===== src/rtl/dsp_pkg.sv =====
// Shared DSP constants for the transmit channel: source modes, PRBS9 definition,
// S(8,6) unity tap and output saturation limits.
package dsp_pkg;

    localparam logic [1:0] MODE_PRBS    = 2'b00;
    localparam logic [1:0] MODE_CONST   = 2'b01;
    localparam logic [1:0] MODE_IMPULSE = 2'b10;
    localparam logic [1:0] MODE_ZERO    = 2'b11;

    // x^9 + x^5 + 1: feedback is s[8] ^ s[4]
    localparam int         PRBS9_FB_TAP = 4;
    localparam logic [8:0] PRBS9_SEED   = 9'h1FF;

    localparam int TAP_UNITY   = 64;
    localparam int OUT_SAT_MAX = 1023;
    localparam int OUT_SAT_MIN = -1024;

    typedef logic signed [1:0] sym_t;
    localparam sym_t SYM_POS  = 2'sb01;
    localparam sym_t SYM_ZERO = 2'sb00;
    localparam sym_t SYM_NEG  = 2'sb11;

endpackage


===== src/rtl/prbs9_gen.sv =====
// PRBS9 source: presents s[8] as the current bit and steps the LFSR when enabled.
module prbs9_gen
    import dsp_pkg::*;
#(
    parameter logic [8:0] SEED = PRBS9_SEED
) (
    input  logic clockdsp,
    input  logic soft_reset_n,
    input  logic en,
    output logic prbs_bit
);

    logic [8:0] state;

    // NOTE: clocked state uses non-blocking assignments so every flop samples pre-edge values.
    always_ff @(posedge clockdsp) begin
        if (!soft_reset_n) begin
            state <= SEED;
        end else if (en) begin
            state <= {state[7:0], state[8] ^ state[PRBS9_FB_TAP]};
        end
    end

    assign prbs_bit = state[8];

endmodule


===== src/rtl/tx_channel.sv =====
// Ternary symbol source feeding a multiplier-free channel FIR with double-buffered
// taps, saturating output stage and clipped-sample counter.
module tx_channel
    import dsp_pkg::*;
#(
    parameter int         N_TAPS    = 4,
    parameter int         COEF_BW   = 8,
    parameter int         OUT_BW    = 11,
    parameter logic [8:0] PRBS_SEED = PRBS9_SEED
) (
    input  logic               clockdsp,
    input  logic               soft_reset_n,
    input  logic               i_en,
    input  logic [1:0]         i_mode,
    input  logic               i_coef_we,
    input  logic [1:0]         i_coef_addr,
    input  logic [COEF_BW-1:0] i_coef_data,
    input  logic               i_coef_commit,
    input  logic               i_sat_clr,
    output logic [OUT_BW-1:0]  o_data,
    output logic               o_valid,
    output logic [15:0]        o_sat_count
);

    localparam int SUM_BW = COEF_BW + $clog2(N_TAPS);
    localparam int SCL_BW = SUM_BW + 2;
    localparam logic signed [SCL_BW-1:0] SAT_HI = SCL_BW'(OUT_SAT_MAX);
    localparam logic signed [SCL_BW-1:0] SAT_LO = SCL_BW'(OUT_SAT_MIN);

    logic signed [COEF_BW-1:0] shadow_tap  [N_TAPS];
    logic signed [COEF_BW-1:0] shadow_next [N_TAPS];
    logic signed [COEF_BW-1:0] active_tap  [N_TAPS];
    sym_t                      x           [N_TAPS];
    sym_t                      x_next      [N_TAPS];

    logic                      prbs_bit;
    logic                      impulse_armed;
    sym_t                      sym;
    logic signed [SUM_BW-1:0]  sum_next;
    logic signed [SUM_BW-1:0]  sum_q;
    logic signed [SCL_BW-1:0]  scaled;
    logic                      clip_hi;
    logic                      clip_lo;
    logic [OUT_BW-1:0]         sat_data;
    logic                      valid_d1;

    prbs9_gen #(.SEED(PRBS_SEED)) u_prbs (
        .clockdsp     (clockdsp),
        .soft_reset_n (soft_reset_n),
        .en           (i_en && (i_mode == MODE_PRBS)),
        .prbs_bit     (prbs_bit)
    );

    // NOTE: every always_comb output gets a default first, so no path can infer a latch.
    always_comb begin
        sym = SYM_ZERO;
        unique case (i_mode)
            MODE_PRBS:    sym = prbs_bit ? SYM_NEG : SYM_POS;
            MODE_CONST:   sym = SYM_POS;
            MODE_IMPULSE: sym = impulse_armed ? SYM_POS : SYM_ZERO;
            default:      sym = SYM_ZERO;
        endcase
    end

    // A simultaneous write and commit must land the new write in the active set.
    always_comb begin
        shadow_next = shadow_tap;
        if (i_coef_we) shadow_next[i_coef_addr] = i_coef_data;
    end

    always_comb begin
        x_next[0] = sym;
        for (int k = 1; k < N_TAPS; k++) x_next[k] = x[k-1];
    end

    // Ternary symbols reduce each product to add, subtract or skip.
    always_comb begin
        sum_next = '0;
        for (int k = 0; k < N_TAPS; k++) begin
            if (x_next[k] == SYM_POS)      sum_next = sum_next + SUM_BW'(active_tap[k]);
            else if (x_next[k] == SYM_NEG) sum_next = sum_next - SUM_BW'(active_tap[k]);
        end
    end

    assign scaled   = {sum_q, 2'b00};
    assign clip_hi  = scaled > SAT_HI;
    assign clip_lo  = scaled < SAT_LO;
    assign sat_data = clip_hi ? OUT_BW'(OUT_SAT_MAX) :
                      clip_lo ? OUT_BW'(OUT_SAT_MIN) : scaled[OUT_BW-1:0];

    // NOTE: the tap arrays are reset because the channel must start as a known pass-through.
    always_ff @(posedge clockdsp) begin
        if (!soft_reset_n) begin
            for (int k = 0; k < N_TAPS; k++) begin
                shadow_tap[k] <= (k == 0) ? COEF_BW'(TAP_UNITY) : '0;
                active_tap[k] <= (k == 0) ? COEF_BW'(TAP_UNITY) : '0;
            end
        end else begin
            shadow_tap <= shadow_next;
            if (i_coef_commit) active_tap <= shadow_next;
        end
    end

    always_ff @(posedge clockdsp) begin
        if (!soft_reset_n) begin
            for (int k = 0; k < N_TAPS; k++) x[k] <= SYM_ZERO;
            sum_q         <= '0;
            impulse_armed <= 1'b1;
        end else begin
            if (i_en) begin
                x     <= x_next;
                sum_q <= sum_next;
            end
            if (i_mode != MODE_IMPULSE) impulse_armed <= 1'b1;
            else if (i_en)              impulse_armed <= 1'b0;
        end
    end

    always_ff @(posedge clockdsp) begin
        if (!soft_reset_n) begin
            valid_d1    <= 1'b0;
            o_valid     <= 1'b0;
            o_data      <= '0;
            o_sat_count <= '0;
        end else begin
            valid_d1 <= i_en;
            o_valid  <= valid_d1;
            if (valid_d1) o_data <= sat_data;
            if (i_sat_clr) begin
                o_sat_count <= '0;
            end else if (valid_d1 && (clip_hi || clip_lo) && (o_sat_count != 16'hFFFF)) begin
                o_sat_count <= o_sat_count + 16'd1;
            end
        end
    end

endmodule

===== config.mk =====
export PLATFORM = sky130hd
export DESIGN_NAME = tx_channel
export DESIGN_NICKNAME = d
export VERILOG_FILES = /design/src/rtl/dsp_pkg.sv /design/src/rtl/prbs9_gen.sv /design/src/rtl/tx_channel.sv
export SDC_FILE = /design/constraint.sdc
export NUM_CORES = 1
export LEC_CHECK = 0
export CORE_MARGIN = 2
export CORE_UTILIZATION = 50
export DETAILED_ROUTE_END_ITERATION = 16
export PLACE_DENSITY = 0.69
export SLEW_MARGIN = 0
export SYNTH_ARGS = -nofsm -noshare
export SYNTH_HDL_FRONTEND = slang
export SYNTH_SLANG_ARGS = --single-unit

===== constraint.sdc =====
create_clock -name clockdsp -period 9.4 [get_ports clockdsp]
set_input_delay 1.88 -clock clockdsp [delete_from_list [all_inputs] [get_ports clockdsp]]
set_output_delay 1.88 -clock clockdsp [all_outputs]
set_load 0.02 [all_outputs]

# [After elaboration in Yosys (flattened, before gate mapping)]
# Cells that the tools add are included.
[word_totals] regBits=119 in_bits=18 elab_cells=70 output_inout_bits=28
[classes] order_cmp=4 n_addsub=8 bitwise_logic=3 reduce_logical=8 muxes=17 eq_ne=12
[ops] op="two-way mux 10 bit" n=8
[ops] op="bitwise mux 32 bit" n=1
[ops] op="two-way mux 32 bit" n=1
[ops] op="adder 10 x 8 -> 10 bit" n=3
[ops] op="subtractor 10 x 8 -> 10 bit" n=3
[ops] op="two-way mux 11 bit" n=2
[ops] op="adder 16 x 1 -> 16 bit (second input constant)" n=1
[ops] op="demux 8 bit (select 2 bit)" n=1
[ops] op="!= test 16 bit (second input constant)" n=1
[ops] op="> comparator 12 x 11 -> 1 bit (second input constant)" n=1
[ops] op="< comparator 12 x 11 -> 1 bit (second input constant)" n=1
[ops] op="== test 2 x 1 -> 1 bit (second input constant)" n=5
[ops] op="== test 2 bit (second input constant)" n=5
[ops] op="subtractor 1 x 8 -> 9 bit (first input constant)" n=1
[ops] op="two-way mux 8 bit" n=1
[ops] op="case mux 2 bit (3 select lines)" n=1
[ops] op="logical AND 1 bit" n=4
[ops] op="OR reduction 2 bit" n=2
[ops] op=">= comparator 3 bit (second input constant)" n=1
[ops] op="< comparator 3 x 1 -> 1 bit (second input constant)" n=1
[ops] op="inverter 2 -> 3 bit" n=1
[ops] op="logical NOT 2 bit" n=1
[ops] op="two-way mux 2 bit" n=1
[ops] op="!= test 2 bit (second input constant)" n=1
[ops] op="4 further kinds" n=4

# [Depth between registers and ports, before layout]
# Gate-level depths: netlist (run 1).
[logic_depth] word_depth=14 mapped_depth=31 depth_no_buf=31

# [By module]
# Synthesis (run 1) repeated with hierarchy kept, for this count alone.
[unflattened] hier_cells=880 hier_area_um2=7320.8
[by_module_without_submodules] mod="tx_channel" seq_area_each_um2=2182.1 cells_per_inst=850 area_each_um2=6981.7 instances=1
[by_module_without_submodules] mod="prbs9_gen" seq_area_each_um2=180.2 cells_per_inst=30 area_each_um2=339.1 instances=1

# [Worst setup path after synthesis (run 1)]
# No wires, ideal clock.
[synth_timing] kind="in2reg" startpoint="in i_mode[0]" endpoint="reg sum_q[9]" setup_time_ns=0.127 n_path_buf=1 setup_slack_ns=1.796 t_arrival_ns=7.477 t_required_ns=9.273 path_stages=27 cell_sequence="clkbuf_1 > or3b_1 > o31ai_1 > ha_1 > o21ai_1 > a21oi_1 > o211a_1 > a41oi_1 > xnor2_1 > nor2_1 > a21oi_1 > ha_1 > inv_1 > a21oi_1 > a31oi_1 > o21ai_1 > a221oi_1 > xnor2_1 > a221o_1 > ha_1 > a21oi_1 > a21boi_0 > a211o_1 > or4b_4 > a21o_1 > a31oi_1 > or3b_1"
[synth_between] elab_chain_cells=14 word_cells_on_any_way=20 classes_between="add/sub: 6; eq/ne: 4; mux: 9; reduce/logical: 1"
[synth_rtl] item="start, declared" line="tx_channel.sv:14" text="input logic [1:0] i_mode,"
[synth_rtl] item="== test 2 bit (tied with other cells)" line="tx_channel.sv:57" text="unique case (i_mode)"
[synth_rtl] item="case mux 2 bit (3 select lines) (*)" line="tx_channel.sv:57"
[synth_rtl] item="== test 2 x 1 -> 1 bit" line="tx_channel.sv:81" text="else if (x_next[k] == SYM_NEG) sum_next = sum_next - SUM_BW'(active_tap[k]);"
[synth_rtl] item="two-way mux 10 bit" line="tx_channel.sv:81"
[synth_rtl] item="two-way mux 10 bit (*)" line="tx_channel.sv:80" text="if (x_next[k] == SYM_POS) sum_next = sum_next + SUM_BW'(active_tap[k]);"
[synth_rtl] item="subtractor 10 x 8 -> 10 bit" line="tx_channel.sv:81"
[synth_rtl] item="two-way mux 10 bit" line="tx_channel.sv:81"
[synth_rtl] item="two-way mux 10 bit (*)" line="tx_channel.sv:80"
[synth_rtl] item="subtractor 10 x 8 -> 10 bit" line="tx_channel.sv:81"
[synth_rtl] item="two-way mux 10 bit" line="tx_channel.sv:81"
[synth_rtl] item="two-way mux 10 bit (*)" line="tx_channel.sv:80"
[synth_rtl] item="subtractor 10 x 8 -> 10 bit" line="tx_channel.sv:81"
[synth_rtl] item="two-way mux 10 bit" line="tx_channel.sv:81"
[synth_rtl] item="two-way mux 10 bit (*)" line="tx_channel.sv:80"
[synth_rtl] item="end signal, assigned" line="tx_channel.sv:112" text="sum_q <= sum_next;"
[synth_rtl] item="end, declared" line="tx_channel.sv:40" text="logic signed [SUM_BW-1:0] sum_q;"
# Every way passes the cells marked *; elsewhere a longest branch is shown, timed or not.
# A chain may end at the register's enable or synchronous reset.

# [Final worst setup path (run 1)]
[layout_timing] startpoint="in i_mode[1]" endpoint="reg sum_q[9]"
# Same word-level chain as after synthesis.

==> run summary, run 1 <==
The logs give 17 for the total CTS buffers and 17.4 mm for the total wire length. The tools report the cell area after synthesis as 0.00732 sq mm. The largest individual stage delay along the critical path comes from the cell sky130_fd_sc_hd__clkdlybuf4s50_1.

The x dimension of the die is 125 microns. The clock passes through at most 2 buffers. The worst min-delay path category is flip-flop to flip-flop. The routed length on met3 was 669 microns.

The async set-or-reset flop fraction in the synthesized netlist was 0. TritonCTS built the clock tree. Summing all flip-flop and latch instances after layout gives 0.00236 sq mm.

In the routed layout, each cell is associated on average with a via count of 5.63. By count the netlist is led by sky130_fd_sc_hd__nor2_1 (128), sky130_fd_sc_hd__dfxtp_1 (118), sky130_fd_sc_hd__ha_1 (60), sky130_fd_sc_hd__inv_1 (59), sky130_fd_sc_hd__nand2_1 (58). The routability-driven placement congestion ratio is 0.863. Core area: 0.0144 sq mm. The logs give 75 for the number of distinct library cells after synthesis and 12.4 mm for the HPWL reported at the end of detailed placement. 0 antenna diodes ended up in the layout. After detailed routing, the average wire length per cell comes to 15.7 microns. The net switching share of the total power was 0.326. The critical path starts at i_mode[1]. The run gives 0 as the post-cts sizing count. The launch instance of the worst min-delay path was u_prbs.state[5]. The worst path needs 8.25 ns of the cycle, external delays included. The share of the clock period used by the worst path after layout was 0.878. The design draws 1.51 mW.

Timing would allow up to 121 MHz. Summed over all layers, the global routing overflow is 0. STA puts the critical path data required time at 9.70 ns. Counting flops with a built-in enable in the synthesized netlist gives 0. The clock transition at the registers of the reported paths was 0.06 ns. The top flip-flop cell by instance count after synthesis is sky130_fd_sc_hd__dfxtp_1. The final layout contains 996 nets. After detailed routing, the met2 layer carries 7.75 mm of wire. The die is 125 microns tall.

The synthesis warning total is 0. The ratio of cells with drive above 1 in the final layout was 0.0584. The number of routed nets with antenna violations is 0. The number of clock sinks seen by CTS came out at 118. The internal power of the cells totals 1.02 mW.

The library cell used as clock root buffer is sky130_fd_sc_hd__clkbuf_16. The sum of negative setup slack was 0 ns; the proportion of power drawn by the clock network was 0.419. Power per cell area: 179 mW/mm^2.

The synthesized design spends more area on one cell type than any other, namely sky130_fd_sc_hd__dfxtp_1. Synthesis inferred 118 register bits. The register share of total power was 0.362; the count of port buffers added during placement was 45. Yosys attributes the largest share of cell area to sky130_fd_sc_hd__dfxtp_1 (32%), sky130_fd_sc_hd__ha_1 (10%), sky130_fd_sc_hd__nor2_1 (6.6%).

The tools report the initial DRC count as 370. The run gives 3.45 nW as the total leakage power. The kind of end point of the critical path was a flip-flop. Setup violations remaining at the end of the flow were counted as 0. The first global-routing pass estimated 29.3 mm of wire. Stage delay of the slowest cell on the critical path: 0.58 ns.

The analysis attributes to net switching a power of 0.491 mW. The placed cell area was 0.00783 sq mm; the maximum vdd drop was 0.130 mV. The buffer and inverter count on the worst path is 2. The design area was 0.00841 sq mm. The top-area cell type share of the netlist area came out at 0.323. Summing over every cut layer, the via total after detailed routing is 6244. The proportion of power drawn by combinational gates is 0.219. Dominant delay contributor by cell family on the critical path: compound AO/OA/AOI/OAI gates. At the later pin of the worst-skew pair, clock insertion delay measures 0.42 ns. The peak fanout along the critical path is 11, and the number of hold buffers added after CTS is 0. By startpoint and endpoint, the worst setup path is classified as primary input to flip-flop. Uppermost metal layer occupied by signal nets: met4.

For the final database, setup skew stands at 0.0111 ns. The run gives 0.0156 sq mm as the full die area. Startpoint of the worst-slack reg-to-reg timing path: u_prbs.state[8]. The number of hold violations in the final report is 0, and the average size of a mapped cell is 8.22 sq um. 46 I/O pins were placed. Data arrives at the worst endpoint at 8.55 ns.

The sequential share of the synthesized area came out at 0.323. The post-synthesis instance total came out at 891. The starting density of the core was 0.508. The worst setup path is launched from a primary input. At the pin with the least slew margin, the transition time is 1.08 ns.

From synthesis to final layout, the design area changed by 14.8%. The routed metal-1 wire length came out at 8.65 mm. The floorplan has 44 rows. Synthesis produced a netlist with a net count of 975. The flow ran to the end, and the final reports show no timing, DRC or antenna violations. The worst max-slew margin expressed relative to the limit came out at 0.280. Summing all multi-input logic gate instances after layout gives 0.00452 sq mm. In the post-synthesis netlist, the cell with the most instances is sky130_fd_sc_hd__nor2_1. The tool flagged a number of max-cap violations equal to 0. Buffers inserted during post-CTS setup optimization: 0. Setup repair after global routing left no endpoint under its margin. Fill cells in the final layout number 1351. In this run the number of H-tree levels came out at 4. The number of global-route vias before repair is 5850. For the overall fraction of global-route tracks in use, the log shows 0.228. The number of max-slew violations in the final report is 0. The largest net degree at the start of global routing is 78, and the initial antenna violation count is 0. The tools report the DRC violation count after routing as 0. The length of the first detailed-routing pass in iterations came out at 5.
[routing by layer]
metal	track usage	up-vias
li1	-	3162
met1	0.321	2895
met2	0.354	156
met3	0.0398	31
met4	0.0791	0
met5	0	-
[sequential cells by signal, summed over array words and instances (netlist names)]
register       count
valid_d1           1
o_sat_count       16
active_tap        32
x                  6
sum_q             10
shadow_tap        32
impulse_armed      1
o_data            10
o_valid            1
u_prbs.state       9
[cells in the final DEF (no fill, tap or decap), types with 17 or more instances in the layout]
master	Yosys	final
sky130_fd_sc_hd__a211oi_1	35	35
sky130_fd_sc_hd__xnor2_1	22	22
sky130_fd_sc_hd__o21ai_1	20	20
sky130_fd_sc_hd__clkdlybuf4s50_1	0	44
sky130_fd_sc_hd__inv_1	59	59
sky130_fd_sc_hd__o21ai_0	24	24
sky130_fd_sc_hd__ha_1	60	60
sky130_fd_sc_hd__nor2_1	128	128
sky130_fd_sc_hd__clkbuf_16	0	17
sky130_fd_sc_hd__nand2_1	58	58
sky130_fd_sc_hd__mux2i_1	47	47
sky130_fd_sc_hd__dfxtp_1	118	118
sky130_fd_sc_hd__nand3_1	29	29
sky130_fd_sc_hd__a21oi_1	50	50
[cells by family (layout without fill, tap and decap cells)]
| family | after synthesis | count (layout) | share of synthesized area |
|---|---|---|---|
| XOR/XNOR | 34 | 34 | 0.0407 |
| adder cells (fa/ha/maj) | 66 | 66 | 0.119 |
| AO/OA/AOI/OAI | 207 | 207 | 0.188 |
| buffers and inverters | 110 | 144 | 0.0598 |
| multiplexers | 54 | 54 | 0.0750 |
| flip-flops | 118 | 118 | 0.323 |
| AND/OR/NAND/NOR | 302 | 302 | 0.195 |
[tightest hold or removal path: cells and delay by family (launching register included)]
| kind | cells | cell delay, ns |
|---|---|---|
| flip-flops | 1 | 0.31 |
| AND/OR/NAND/NOR | 2 | 0.11 |
[power by group through the flow]
stage	Clock [mW]	Combinational (mW)	Sequential, mW
floorplan	0	0.253	0.550
global placement	0	0.322	0.555
detailed placement	0	0.325	0.556
CTS	0.645	0.328	0.545
global route	0.661	0.371	0.548
finish	0.632	0.330	0.546
[metrics by stage]
stage	instances	hold slack, ns	setup WS [ns]	util
2_1_floorplan	891	0.438	1.80	-
3_5_place_dp	1077	0.455	0.776	0.543
6_report	1109	0.467	1.15	0.583
5_1_grt	1109	0.482	0.709	0.583
3_3_place_gp	1077	0.452	0.807	0.543
4_1_cts	1109	0.472	1.19	0.583
[worst paths after layout]
path,to,slack [ns],cells after the start
worst max register to register,sum_q[9],2.70,27
worst min-delay path,u_prbs.state[6],0.47,2
worst min register to register,u_prbs.state[6],0.47,2
worst max-delay path,sum_q[9],1.15,28
[layout make-up]
cell class | instances | share of cell area
flip-flops and latches | 118 | 0.281
multi-input cells | 663 | 0.538
well taps | 184 | 0.0274
clock inverters | 15 | 0.0177
inverters | 62 | 0.0277
repair buffers | 50 | 0.0574
clock buffers | 17 | 0.0506
No activity file was read; power rests on OpenSTA's default activity.
==> run 2: changes to the inputs <==
==> constraint.sdc (replaced) <==
create_clock -name clockdsp -period 9.4 [get_ports clockdsp]
set_input_delay 1.88 -clock clockdsp [delete_from_list [all_inputs] [get_ports clockdsp]]
set_output_delay 1.88 -clock clockdsp [all_outputs]
set_load 0.01 [all_outputs]
==> results of run 2 <==
The final DEF is identical to that of run 1. Status: finished clean.
Main changes from that run: total power 1.51 mW -> 1.50 mW
==> run 3: changes to the inputs <==
==> constraint.sdc (replaced) <==
create_clock -name clockdsp -period 8.5 [get_ports clockdsp]
set_input_delay 1.7 -clock clockdsp [delete_from_list [all_inputs] [get_ports clockdsp]]
set_output_delay 1.7 -clock clockdsp [all_outputs]
set_load 0.01 [all_outputs]
==> run 3 against run 2 <==
Sequential power grew 11%. Final cell count increased by 0.27%. Clock power is 16% higher. Via count shrank 0.35%. Worst setup slack got worse by 0.62 ns. Critical path type unchanged. Highest routed layer unchanged.
==> run summary, run 3 (synthesized netlist as in run 1, its figures left out) <==
Register share of total power: 0.355. CTS placed an instance of sky130_fd_sc_hd__clkbuf_16 at the clock tree root. The tools report the number of max-slew violations in the final report as 0. The critical path in this run is classified as primary input to flip-flop.

The total global routing overflow is 0. The length of the first detailed-routing pass in iterations was 7; the design area was 0.00847 sq mm. For this run, the slowest stage of the critical path takes 0.57 ns. After the last flow step, the layout net total stands at 999. The most frequent standard cell in the layout excluding fill and tap cells was sky130_fd_sc_hd__nor2_1. The DRC violation count after routing was 0; the initial antenna violation count was 0.

Buffers inserted during clock tree synthesis total 17. The overall fraction of global-route tracks in use is 0.227. The clock arrives with 0.0103 ns of skew.

The number of clock sinks seen by CTS was 118; the worst max-slew margin expressed relative to the limit was 0.285. TritonCTS built the clock tree. The design draws 1.70 mW. The tools report the proportion of power drawn by the clock network as 0.430. After layout, the worst setup slack is 0.523 ns. During I/O placement, the number of pins put on the boundary was 46. The total wire length came out at 17.3 mm. The ratio of cells with drive above 1 in the final layout was 0.0636; the count of max-cap constraint violations was 0.

Counting both buffers and inverters, the worst setup path holds a total of 2. The number of global-route vias before repair is 5821. In the final layout, the registers with the most flip-flops are active_tap: 32 flops, shadow_tap: 32 flops, o_sat_count: 16 flops. Worst min-delay path category: flip-flop to flip-flop. For this design, the slowest cell found on the critical path is sky130_fd_sc_hd__clkdlybuf4s50_1. Core area: 0.0144 sq mm. The maximum vdd drop was 0.171 mV; the maximum clock frequency was 125 MHz. Via-per-instance ratio: 5.60.

The number of hold violations in the final report is 0, and the HPWL reported at the end of detailed placement is 12.4 mm. The initial DRC count was 388; the net switching share of the total power was 0.308. The count of port buffers added during placement came out at 45.

Proportion of power drawn by combinational gates: 0.215. Clock-pin slew was measured on the worst setup and hold paths at 0.06 ns. The routed layout has 6222 vias. The first global-routing pass estimated 29.2 mm of wire. The H-tree was split into 4 levels. The time the worst path needs with I/O delays and setup is 7.98 ns, and the placed cell area is 0.00785 sq mm. Arrival time at the worst endpoint: 8.27 ns.

The top cell types in the final layout, fill and taps aside, are sky130_fd_sc_hd__nor2_1 (128), sky130_fd_sc_hd__dfxtp_1 (118), sky130_fd_sc_hd__ha_1 (60). Counting along the longest clock path gives a buffer depth of 2. Cell internal power was estimated by the tool at 1.18 mW.

The floorplan step defined a die boundary enclosing 0.0156 sq mm. Data on the critical path is required at its endpoint by 8.80 ns. The logs give 0.508 for the starting density of the core and 0.855 for the routability-driven placement congestion ratio.

Relative to the synthesized area, the layout overhead comes to 15.7%. The logs give 0.524 mW for the switching component of the power and 0.42 ns for the later-pin clock latency in the skew report. Row generation in the floorplan step produced 44 rows.

The diode insertion count for antenna repair was 0; the peak fanout along the critical path was 9. The share of the clock period used by the worst path after layout was 0.938. The logs give 70 for the largest net degree at the start of global routing and 0.0490 ns for the pre-CTS worst setup slack. The worst setup path is captured at a flip-flop. The power per cell area came out at 201 mW/mm^2.

STA classifies the critical path startpoint as a primary input. The flow ran to the end, and the final reports show no timing, DRC or antenna violations. Transition time of the tightest slew-check pin: 1.07 ns.

The x dimension of the die is 125 microns, and the number of setup violations in the final report is 0. Counting the fill cells in the layout gives 1356. The height of the die came out at 125 microns.

The analysis attributes to cell leakage a power of 3.48 nW. The detail-routed net length per standard cell was 15.6 microns. On the critical path the largest part of the delay comes from compound AO/OA/AOI/OAI gates.

The count of nets left with antenna violations once routing finished came out at 0.
[run 3: cell types whose count changed in the layout (fill, tap and decap cells not counted), moves of 2 or more]
cell,delta
sky130_fd_sc_hd__buf_4,+3
sky130_fd_sc_hd__inv_8,-3
sky130_fd_sc_hd__bufinv_16,+2
sky130_fd_sc_hd__clkinv_4,+2
sky130_fd_sc_hd__inv_6,-2
[run 3: what timing repair did]
action / in CTS / in global routing
hold buffers: 0 / 0
endpoints found under the hold margin: 0 / 0
resized for setup: 0 / 5
buffers inserted: 0 / 1
endpoints found under the setup margin: 0 / 1
[run 3: routing by layer]
metal  vias to the layer above  routed length [microns]  global-route usage
met1                      2922                     8870               0.327
met5                         -                        0                   0
met4                         0                      281              0.0647
li1                       3157                        -                   -
met2                       124                     7560               0.350
met3                        19                      626              0.0424
[run 3: worst paths after layout]
check                                startpoint               to  slack, ns  cells after the start
worst min-delay path            u_prbs.state[3]  u_prbs.state[4]       0.47                      2
worst min register to register  u_prbs.state[3]  u_prbs.state[4]       0.47                      2
worst max register to register   active_tap[24]         sum_q[9]       1.80                     28
worst max-delay path                  i_mode[0]         sum_q[9]       0.52                     30
[run 3: through the flow]
stage	std cells	hold slack, ns	utilization	TNS (ns)
after global routing	1112	0.489	0.588	-0.00490
final	1112	0.471	0.588	0
after global placement	1079	0.454	0.544	0
after floorplan	891	0.438	-	0
after detailed placement	1079	0.454	0.544	0
after CTS	1111	0.475	0.585	0
[run 3: worst register-to-register path: cells and delay by family, from the launching register on]
family / cells / cell delay (ns)
XOR/XNOR: 2 / 0.30
AND/OR/NAND/NOR: 5 / 1.75
AO/OA/AOI/OAI: 15 / 2.84
flip-flops: 1 / 0.36
buffers and inverters: 2 / 0.19
adder cells (fa/ha/maj): 4 / 1.14
[run 3: cell type report]
cell class                 count  area (sq um)  area share
tap                          184           230      0.0272
clock inverter                14           166      0.0196
inverter                      62           233      0.0275
sequential                   118          2360       0.279
timing repair buffer          53           508      0.0599
clock buffer                  18           429      0.0506
multi-input combinational    663          4550       0.536
[run 3: power by group through the flow]
stage                     clock (mW)  combinational [mW]  sequential, mW
after global routing           0.769               0.411           0.607
after global placement             0               0.355           0.614
after CTS                      0.742               0.361           0.603
after floorplan                    0               0.279           0.606
after detailed placement           0               0.357           0.615
final                          0.731               0.365           0.604
